<file path="src/rtl/cdb_arbiter_if.sv">
// Result/CDB bundle between the ALU/LSU result producers and cdb_arbiter.
// master = result producers and CDB consumers; slave = the arbiter.
interface cdb_arbiter_if #(
  parameter int ROB_ID_W = 5,
  parameter int DATA_W   = 32
);
  logic                _alu_res_ready;
  logic [ROB_ID_W-1:0] _alu_res_rob_id;
  logic [DATA_W-1:0]   _alu_res_value;
  logic                _alu_res_full;
  logic                _ls_res_ready;
  logic [ROB_ID_W-1:0] _ls_res_rob_id;
  logic [DATA_W-1:0]   _ls_res_value;
  logic                _ls_res_full;
  logic                _cdb_ready;
  logic [ROB_ID_W-1:0] _cdb_rob_id;
  logic [DATA_W-1:0]   _cdb_value;
  logic                _cdb_src;
  logic                _err_overflow;

  modport master (
    output _alu_res_ready, _alu_res_rob_id, _alu_res_value,
    output _ls_res_ready, _ls_res_rob_id, _ls_res_value,
    input  _alu_res_full, _ls_res_full,
    input  _cdb_ready, _cdb_rob_id, _cdb_value, _cdb_src, _err_overflow
  );

  modport slave (
    input  _alu_res_ready, _alu_res_rob_id, _alu_res_value,
    input  _ls_res_ready, _ls_res_rob_id, _ls_res_value,
    output _alu_res_full, _ls_res_full,
    output _cdb_ready, _cdb_rob_id, _cdb_value, _cdb_src, _err_overflow
  );
endinterface

</file>
<file path="src/rtl/cdb_arbiter.sv">
// Round-robin arbiter draining per-source ALU/LSU result FIFOs onto a registered CDB.
// Optional macro CDB_BYPASS_EN: an incoming result into an empty FIFO may go straight to the CDB.
module cdb_arbiter #(
  parameter int DEPTH    = 4,
  parameter int ROB_ID_W = 5,
  parameter int DATA_W   = 32
) (
  input  logic         clk_in,
  input  logic         rst_in,
  input  logic         rdy_in,
  input  logic         _clear,
  cdb_arbiter_if.slave bus
);
  localparam int PTR_W = $clog2(DEPTH);
  localparam int CNT_W = PTR_W + 1;
  localparam logic [CNT_W-1:0] CNT_FULL = CNT_W'(DEPTH);
  localparam logic [CNT_W-1:0] CNT_HIGH = CNT_W'(DEPTH - 1);

  // Index 0 = ALU, index 1 = LSU throughout; matches the _cdb_src encoding.
  logic [ROB_ID_W-1:0] tag_mem [2][DEPTH];
  logic [DATA_W-1:0]   val_mem [2][DEPTH];
  logic [PTR_W-1:0]    head    [2];
  logic [PTR_W-1:0]    tail    [2];
  logic [CNT_W-1:0]    count   [2];
  logic                rr_ptr;
  logic                err_ovf;

  logic                vld_p1;
  logic                src_p1;
  logic [ROB_ID_W-1:0] tag_p1;
  logic [DATA_W-1:0]   val_p1;

  logic [1:0]          in_vld;
  logic [ROB_ID_W-1:0] in_tag [2];
  logic [DATA_W-1:0]   in_val [2];
  logic                active;
  logic [1:0]          empty, req, grant, byp, pop, wr, ovf;
  logic                win;
  logic [ROB_ID_W-1:0] win_tag;
  logic [DATA_W-1:0]   win_val;

  assign in_vld    = {bus._ls_res_ready, bus._alu_res_ready};
  assign in_tag[0] = bus._alu_res_rob_id;
  assign in_tag[1] = bus._ls_res_rob_id;
  assign in_val[0] = bus._alu_res_value;
  assign in_val[1] = bus._ls_res_value;
  assign active    = rdy_in && !_clear;

  // Stage p0: request, grant, bypass and FIFO pointer decisions
  always_comb begin
    for (int s = 0; s < 2; s++) begin
      empty[s] = (count[s] == '0);
`ifdef CDB_BYPASS_EN
      req[s]   = !empty[s] || in_vld[s];
`else
      req[s]   = !empty[s];
`endif
    end
    grant[0] = active && req[0] && (!req[1] || !rr_ptr);
    grant[1] = active && req[1] && (!req[0] || rr_ptr);
    win      = grant[1];
    for (int s = 0; s < 2; s++) begin
`ifdef CDB_BYPASS_EN
      byp[s] = grant[s] && empty[s];
`else
      byp[s] = 1'b0;
`endif
      pop[s] = grant[s] && !byp[s];
      // A full FIFO still accepts a push when its head leaves in the same cycle.
      wr[s]  = active && in_vld[s] && !byp[s] && ((count[s] != CNT_FULL) || pop[s]);
      ovf[s] = active && in_vld[s] && !byp[s] && (count[s] == CNT_FULL) && !pop[s];
    end
    win_tag = byp[win] ? in_tag[win] : tag_mem[win][head[win]];
    win_val = byp[win] ? in_val[win] : val_mem[win][head[win]];
  end

  // Stage p1: FIFO bookkeeping and the registered CDB broadcast
  always_ff @(posedge clk_in or posedge rst_in) begin
    if (rst_in) begin
      for (int s = 0; s < 2; s++) begin
        head[s]  <= '0;
        tail[s]  <= '0;
        count[s] <= '0;
      end
      rr_ptr  <= 1'b0;
      err_ovf <= 1'b0;
      vld_p1  <= 1'b0;
      src_p1  <= 1'b0;
      tag_p1  <= '0;
      val_p1  <= '0;
    end else if (rdy_in) begin
      if (_clear) begin
        for (int s = 0; s < 2; s++) begin
          head[s]  <= '0;
          tail[s]  <= '0;
          count[s] <= '0;
        end
        rr_ptr <= 1'b0;
        vld_p1 <= 1'b0;
      end else begin
        for (int s = 0; s < 2; s++) begin
          if (wr[s])  tail[s] <= tail[s] + PTR_W'(1);
          if (pop[s]) head[s] <= head[s] + PTR_W'(1);
          if (wr[s] && !pop[s])      count[s] <= count[s] + CNT_W'(1);
          else if (pop[s] && !wr[s]) count[s] <= count[s] - CNT_W'(1);
        end
        if (req[0] && req[1]) rr_ptr <= ~win;
        vld_p1 <= |grant;
        if (|grant) begin
          tag_p1 <= win_tag;
          val_p1 <= win_val;
          src_p1 <= win;
        end
        if (|ovf) err_ovf <= 1'b1;
      end
    end
  end

  always_ff @(posedge clk_in) begin
    for (int s = 0; s < 2; s++) begin
      if (wr[s]) begin
        tag_mem[s][tail[s]] <= in_tag[s];
        val_mem[s][tail[s]] <= in_val[s];
      end
    end
  end

  assign bus._alu_res_full = (count[0] >= CNT_HIGH);
  assign bus._ls_res_full  = (count[1] >= CNT_HIGH);
  assign bus._cdb_ready    = vld_p1;
  assign bus._cdb_rob_id   = tag_p1;
  assign bus._cdb_value    = val_p1;
  assign bus._cdb_src      = src_p1;
  assign bus._err_overflow = err_ovf;
endmodule

</file>
<file path="src/flat_wrapper.sv">
// flat-port wrapper written by rule: the top's interface ports become plain ports
module cdb_arbiter_flat 
#(
  parameter int DEPTH    = 4,
  parameter int ROB_ID_W = 5,
  parameter int DATA_W   = 32
)
  (clk_in, rst_in, rdy_in, _clear, bus__alu_res_ready, bus__alu_res_rob_id, bus__alu_res_value, bus__ls_res_ready, bus__ls_res_rob_id, bus__ls_res_value, bus__alu_res_full, bus__ls_res_full, bus__cdb_ready, bus__cdb_rob_id, bus__cdb_value, bus__cdb_src, bus__err_overflow);
  cdb_arbiter_if #(.ROB_ID_W(ROB_ID_W), .DATA_W(DATA_W)) bus_i ();
  input  logic clk_in;
  input  logic rst_in;
  input  logic rdy_in;
  input  logic _clear;
  input wire logic [$bits(bus_i._alu_res_ready)-1:0] bus__alu_res_ready;
  input wire logic [$bits(bus_i._alu_res_rob_id)-1:0] bus__alu_res_rob_id;
  input wire logic [$bits(bus_i._alu_res_value)-1:0] bus__alu_res_value;
  input wire logic [$bits(bus_i._ls_res_ready)-1:0] bus__ls_res_ready;
  input wire logic [$bits(bus_i._ls_res_rob_id)-1:0] bus__ls_res_rob_id;
  input wire logic [$bits(bus_i._ls_res_value)-1:0] bus__ls_res_value;
  output wire logic [$bits(bus_i._alu_res_full)-1:0] bus__alu_res_full;
  output wire logic [$bits(bus_i._ls_res_full)-1:0] bus__ls_res_full;
  output wire logic [$bits(bus_i._cdb_ready)-1:0] bus__cdb_ready;
  output wire logic [$bits(bus_i._cdb_rob_id)-1:0] bus__cdb_rob_id;
  output wire logic [$bits(bus_i._cdb_value)-1:0] bus__cdb_value;
  output wire logic [$bits(bus_i._cdb_src)-1:0] bus__cdb_src;
  output wire logic [$bits(bus_i._err_overflow)-1:0] bus__err_overflow;
  assign bus_i._alu_res_ready = bus__alu_res_ready;
  assign bus_i._alu_res_rob_id = bus__alu_res_rob_id;
  assign bus_i._alu_res_value = bus__alu_res_value;
  assign bus_i._ls_res_ready = bus__ls_res_ready;
  assign bus_i._ls_res_rob_id = bus__ls_res_rob_id;
  assign bus_i._ls_res_value = bus__ls_res_value;
  assign bus__alu_res_full = bus_i._alu_res_full;
  assign bus__ls_res_full = bus_i._ls_res_full;
  assign bus__cdb_ready = bus_i._cdb_ready;
  assign bus__cdb_rob_id = bus_i._cdb_rob_id;
  assign bus__cdb_value = bus_i._cdb_value;
  assign bus__cdb_src = bus_i._cdb_src;
  assign bus__err_overflow = bus_i._err_overflow;
  cdb_arbiter #(.DEPTH(DEPTH), .ROB_ID_W(ROB_ID_W), .DATA_W(DATA_W)) u_core (.clk_in(clk_in), .rst_in(rst_in), .rdy_in(rdy_in), ._clear(_clear), .bus(bus_i));
endmodule
</file>
<file path="config.mk">
export PLATFORM = sky130hd
export DESIGN_NAME = cdb_arbiter_flat
export DESIGN_NICKNAME = d
export VERILOG_FILES = /design/src/rtl/cdb_arbiter_if.sv /design/src/rtl/cdb_arbiter.sv /design/src/flat_wrapper.sv
export SDC_FILE = /design/constraint.sdc
export NUM_CORES = 1
export LEC_CHECK = 0
export CAP_MARGIN = 20
export CORE_ASPECT_RATIO = 0.5
export CORE_MARGIN = 2
export CORE_UTILIZATION = 40
export DETAILED_ROUTE_END_ITERATION = 12
export SLEW_MARGIN = 20
export SYNTH_ARGS = -nofsm -noshare
export SYNTH_HDL_FRONTEND = slang
export SYNTH_SLANG_ARGS = --single-unit
</file>
<file path="constraint.sdc">
create_clock -name clk_in -period 3 [get_ports clk_in]
set_input_delay 0.3 -clock clk_in [delete_from_list [all_inputs] [get_ports clk_in]]
set_output_delay 0.3 -clock clk_in [all_outputs]
set_load 0.1 [all_outputs]
</file>
# Word level (Yosys, flattened, before mapping)
# Memory sizes are Yosys's and may differ from the RTL's.
# Cells that the tools add are included.
totals:
  output_inout_bits: 42
  ram_bits: 296
  memories: 2
  register_bits: 55
  in_bits: 80
mem_list:
  columns: ["name", "words", "width", "rd", "rd_clocked_by_memory_dff", "wr", "line_no", "source"]
  rows:
  - ["u_core.val_mem", 2, 128, 1, 0, 2, "cdb_arbiter.sv:21", "logic [DATA_W-1:0] val_mem [2][DEPTH];"]
  - ["u_core.tag_mem", 2, 20, 1, 0, 2, "cdb_arbiter.sv:20", "logic [ROB_ID_W-1:0] tag_mem [2][DEPTH];"]
op_classes:
  n_bitwise: 6
  n_eq_ne: 4
  n_reduce_logical: 52
  n_lt_le_gt_ge: 9
  add_sub_neg: 8
  n_mux: 46
op_table:
  columns: ["cell", "count"]
  rows:
  - ["$mux 128", 2]
  - ["$mux 32", 8]
  - ["$demux 32 s2", 2]
  - ["$bmux 32 s2", 1]
  - ["$mux 20", 2]
  - ["$mux 5", 8]
  - ["$demux 5 s2", 2]
  - ["$logic_and 1x1->1", 20]
  - ["$mux 2", 7]
  - ["$reduce_and 2->1", 7]
  - ["$mux 3", 4]
  - ["$bmux 5 s2", 1]
  - ["$reduce_bool 2->1", 5]
  - ["$ge 3x3->1 const B", 3]
  - ["$not 2->3", 3]
  - ["$add 2x1->2 const B", 4]
  - ["$logic_not 1->1", 8]
  - ["$mux 4", 2]
  - ["$add 3x1->3 const B", 2]
  - ["$eq 3x3->1 const B", 2]
  - ["$ge 3x2->1 const B", 2]
  - ["$logic_not 3->1", 2]
  - ["$lt 3x1->1 const B", 2]
  - ["$mux 1", 6]
  - ["other kinds (11)", 20]

# Depth between registers and ports, before layout
logic_depth:
  ltp_word: 13
  mapped_depth: 9
  ltp_nobuf: 8

# Worst setup path after synthesis
# Ideal clock, no wire load.
synth_path:
  path_kind: "reg2out"
  from: "register u_core.count[3] (netlist name)"
  to: "output bus__alu_res_full"
  path_slack_ps: 121
  arrival_ps: 2579
  stages_incl_launch_ff: 3
  cell_sequence: "dfrtp_1 > inv_1 > o21ai_0"
synth_between:
  elab_chain_len: 1
synth_lines:
  columns: ["item", "line_no", "source"]
  rows:
  - ["start: declaration", "cdb_arbiter.sv:24", "logic [CNT_W-1:0] count [2];"]
  - ["start signal: indexed assignment", "cdb_arbiter.sv:104", "if (wr[s] && !pop[s]) count[s] <= count[s] + CNT_W'(1);"]
  - ["start signal: indexed assignment", "cdb_arbiter.sv:105", "else if (pop[s] && !wr[s]) count[s] <= count[s] - CNT_W'(1);"]
  - ["$ge 3x2->1", "cdb_arbiter.sv:128", "assign bus._alu_res_full = (count[0] >= CNT_HIGH);"]
  - ["end: declaration", "flat_wrapper.sv:20", "output wire logic [$bits(bus_i._alu_res_full)-1:0] bus__alu_res_full;"]
# No other way between the ends.

# Worst setup path after layout
layout_path:
  from: "register u_core.count[4] (netlist name)"
  to: "register u_core.tag_p1[1] (netlist: u_core.bus._cdb_rob_id[1])"
layout_between:
  elab_chain_len: 12
  elab_cells_between_ends: 21
layout_lines:
  columns: ["item", "line_no", "source"]
  rows:
  - ["$logic_not 3->1 (*)", "cdb_arbiter.sv:52", "empty[s] = (count[s] == '0);"]
  - ["$logic_or 1x1->1", "cdb_arbiter.sv:60", "grant[1] = active && req[1] && (!req[0] || rr_ptr);"]
  - ["$logic_and 1x1->1", "cdb_arbiter.sv:60", null]
  - ["$not 1->2 (implied by the code)", "cdb_arbiter.sv:73", "win_tag = byp[win] ? in_tag[win] : tag_mem[win][head[win]];"]
  - ["$mux 2 (implied by the code) (3 in series)", "cdb_arbiter.sv:73", null]
  - ["$not 2->3 (implied by the code)", "cdb_arbiter.sv:73", null]
  - ["$bmux 5 s2", "cdb_arbiter.sv:73", null]
  - ["$mux 5 (implied by the code) (2 in series)", "cdb_arbiter.sv:73", null]
  - ["$mux 5", "cdb_arbiter.sv:73", null]
  - ["end signal: assignment", "cdb_arbiter.sv:110", "tag_p1 <= win_tag;"]
  - ["end: declaration", "cdb_arbiter.sv:30", "logic [ROB_ID_W-1:0] tag_p1;"]
# Mark *: on every way between the ends. The rest lies on a longest branch, timed or not. The select of a mux whose other input is x is not followed.
# A chain may end at the register's enable or synchronous reset.

==> metrics.yaml <==
logic_synthesis:
  yosysWarningCount: 0
  synth_area_leaders: "edfxtp_1, dfrtp_1, mux4_2"
  syn_avg_cell_area_um2: 16.9
  yosysMostFrequentCell: "edfxtp_1"
  synth.yosys.seq_area_share: 0.739
  post-synth-top-area-fraction: 0.640
  yosys.area_share.simple: 0.0625
  synthFlopType: "edfxtp_1"
  ys_top_cells_by_count: "edfxtp_1, dfrtp_1, mux2i_1"
  syn-cell-area_um2: 13900
  async_flop_share: 0.157
  ys_ff_latch: 351
  synth_enable_flop_cells: 296
  synthAdderAreaFrac: 0.0101
  synth_top_area_cell: "edfxtp_1"
  synth_compound_area_frac: 0.0842
  syn_nets: 911
  synth_xor_area_frac: 0
  synth_top_family_by_area: "multiplexers"
  synth_cell_type_count: 44
  synthCells: 821
  synthMuxAreaShare: 0.0848
timing:
  tightest_slew_ns: 1.13
  grt_setup_unrepaired: "no"
  setup_viol: 0
  tns_ns: 0
  fin_skew_ns: 0.0168
  fmax_mhz: 365
  fin_crit_ns: 2.74
  finalHoldViolations: 0
  maxSlewViolCount: 0
  fin_crit_sh: 0.912
  slew_headroom: 0.248
floorplanning:
  rows: 48
  die-area_um2: 36300
  core_um2: 34400
  start_util: 0.404
  io_pins: 122
  die-height_um: 136
  die_w_um: 268
clock_network:
  ctsHoldBuffers: 0
  cts_buffers: 34
  htreeDepth: 2
  root_buffer: "clkbuf_16"
  clk_latency_ns: 0.52
  path_clk_slew_ns: 0.06
  cts_tree: "yes"
  clock-sinks: 351
  cts_resized: 0
  cts_setup_buffers: 0
  ctsLongestPathBuffers: 3
global_routing:
  grt_max_degree: 65
  grt_pass1_vias: 8135
  track_usage: 0.181
  antenna_found_initial: 1
  overflow: 0
  grt_pass1_wl_um: 48900
pwr:
  powerDensity_nw_per_um2: 938
  total_power_mw: 16.0
  irDropWorstVdd_v: 0.000406
  p_leak_nw: 5.85
critical_path:
  crit_path_start_kind: "flop"
  arrival_ns: 3.20
  crit_type: "reg -> reg"
  cp_max_fo: 23
  cp-end-kind: "flop"
  crit_required_ns: 3.46
placement:
  dp_hpwl_um: 19600
  finalWeightedCongestion: 0.827
  placement.io_buffers: 121
routing:
  first_pass_iters: 5
  dr.first_iter.drc_count: 577
  vias: 7886
  via_per_inst: 5.37
  wire_per_inst_um: 22.0
  ant_nets: 0
  drc: 0
  totalWireLength_um: 32300
outcome:
  status: "finished, final reports clean"
finish:
  syn2layout_area_growth_pct: 22.4
  fin_nets: 1057
  drive_gt1_frac: 0.199
worst_hold_path:
  hold_path_class: "in -> async"
flow_run:
  maxCapViolations: 0
worst paths after layout:
kind	endpoint	cells past startpoint	slack, ns	start
setup / recovery	u_core.bus._cdb_rob_id[1]	5	0.26	u_core.count[4]
hold reg to reg	u_core.bus._cdb_src	2	0.50	u_core.bus._cdb_src
max in group asynchronous	u_core.head[0]	3	2.19	rst_in
setup reg to reg	u_core.bus._cdb_rob_id[1]	5	0.26	u_core.count[4]
hold / removal	u_core.bus._cdb_ready	2	0.16	rst_in
min in group clk_in	u_core.val_mem[0][52]	1	0.42	bus__alu_res_value[20]
critical path, stage by stage (launching register included):
cell and delay [ns]:
dfrtp_1 0.42, or3_1 0.52, a2111oi_1 0.65, a31oi_4 0.32
a2111oi_0 0.59, a221o_1 0.17
registers in the layout, summed over array words and instances (netlist names):
name,flops
u_core.tail,4
u_core.bus._err_overflow,1
u_core.tag_mem,40
u_core.bus._cdb_value,32
u_core.bus._cdb_ready,1
u_core.count,6
u_core.rr_ptr,1
u_core.bus._cdb_rob_id,5
u_core.bus._cdb_src,1
u_core.head,4
u_core.val_mem,256
metal layers:
layer / vias to the layer above / part of all wire / GRT usage / routed length [um]
li1: 3559 / - / - / -
met1: 4110 / 0.44 / 0.239 / 14100
met2: 165 / 0.50 / 0.308 / 16200
met3: 52 / 0.043 / 0.0353 / 1380
met4: 0 / 0.020 / 0.0475 / 638
met5: - / 0 / 0 / 0
power by group:
| part | switching (mW) | internal, mW | leakage [nW] |
|---|---|---|---|
| Combinational | 3.64 | 1.67 | 1.96 |
| Sequential | 0.582 | 5.75 | 3.34 |
| Clock | 1.76 | 2.56 | 0.548 |
cells by family after synthesis:
family | count (synthesis)
buffers and inverters | 68
adder cells (fa/ha/maj) | 10
AO/OA/AOI/OAI | 149
flip-flops | 351
multiplexers | 82
AND/OR/NAND/NOR | 161
final cells by class:
class / count / area, um^2
diodes: 1 / 2.50
clock buffers: 54 / 1040
clock inverters: 8 / 93.8
fillers: 2839 / 17400
inverters: 14 / 52.6
multi-input cells: 402 / 3390
flip-flops and latches: 351 / 10300
well taps: 475 / 594
repair buffers: 164 / 1550
metrics by stage:
stage / std cells / util / instance area (um^2) / hold WS [ns] / setup slack, ns
floorplan: 821 / - / 13900 / 0.399 / 0.121
global placement: 1406 / 0.462 / 15900 / 0.471 / 0.139
detailed placement: 1406 / 0.462 / 15900 / 0.493 / 0.128
CTS: 1468 / 0.495 / 17000 / 0.165 / 0.0824
global route: 1469 / 0.495 / 17000 / 0.203 / 0.0947
finish: 1469 / 0.495 / 17000 / 0.162 / 0.263
layout by cell type, fill, tap and decap left out, drive strengths merged, types with 14 or more instances in the layout:
| master | Yosys | layout |
|---|---|---|
| a2111oi | 25 | 25 |
| a211oi | 24 | 24 |
| a21oi | 26 | 26 |
| a221o | 24 | 24 |
| a31oi | 19 | 19 |
| buf | 15 | 85 |
| clkbuf | 39 | 54 |
| clkdlybuf4s50 | 0 | 79 |
| dfrtp | 55 | 55 |
| edfxtp | 296 | 296 |
| inv | 14 | 14 |
| mux2i | 49 | 49 |
| mux4 | 28 | 28 |
| nand2 | 37 | 37 |
| nor2 | 28 | 28 |
| nor2b | 25 | 25 |
| nor3 | 23 | 23 |
| nor3b | 28 | 28 |
| o21ai | 15 | 15 |
No activity file was read; power rests on OpenSTA's default activity.
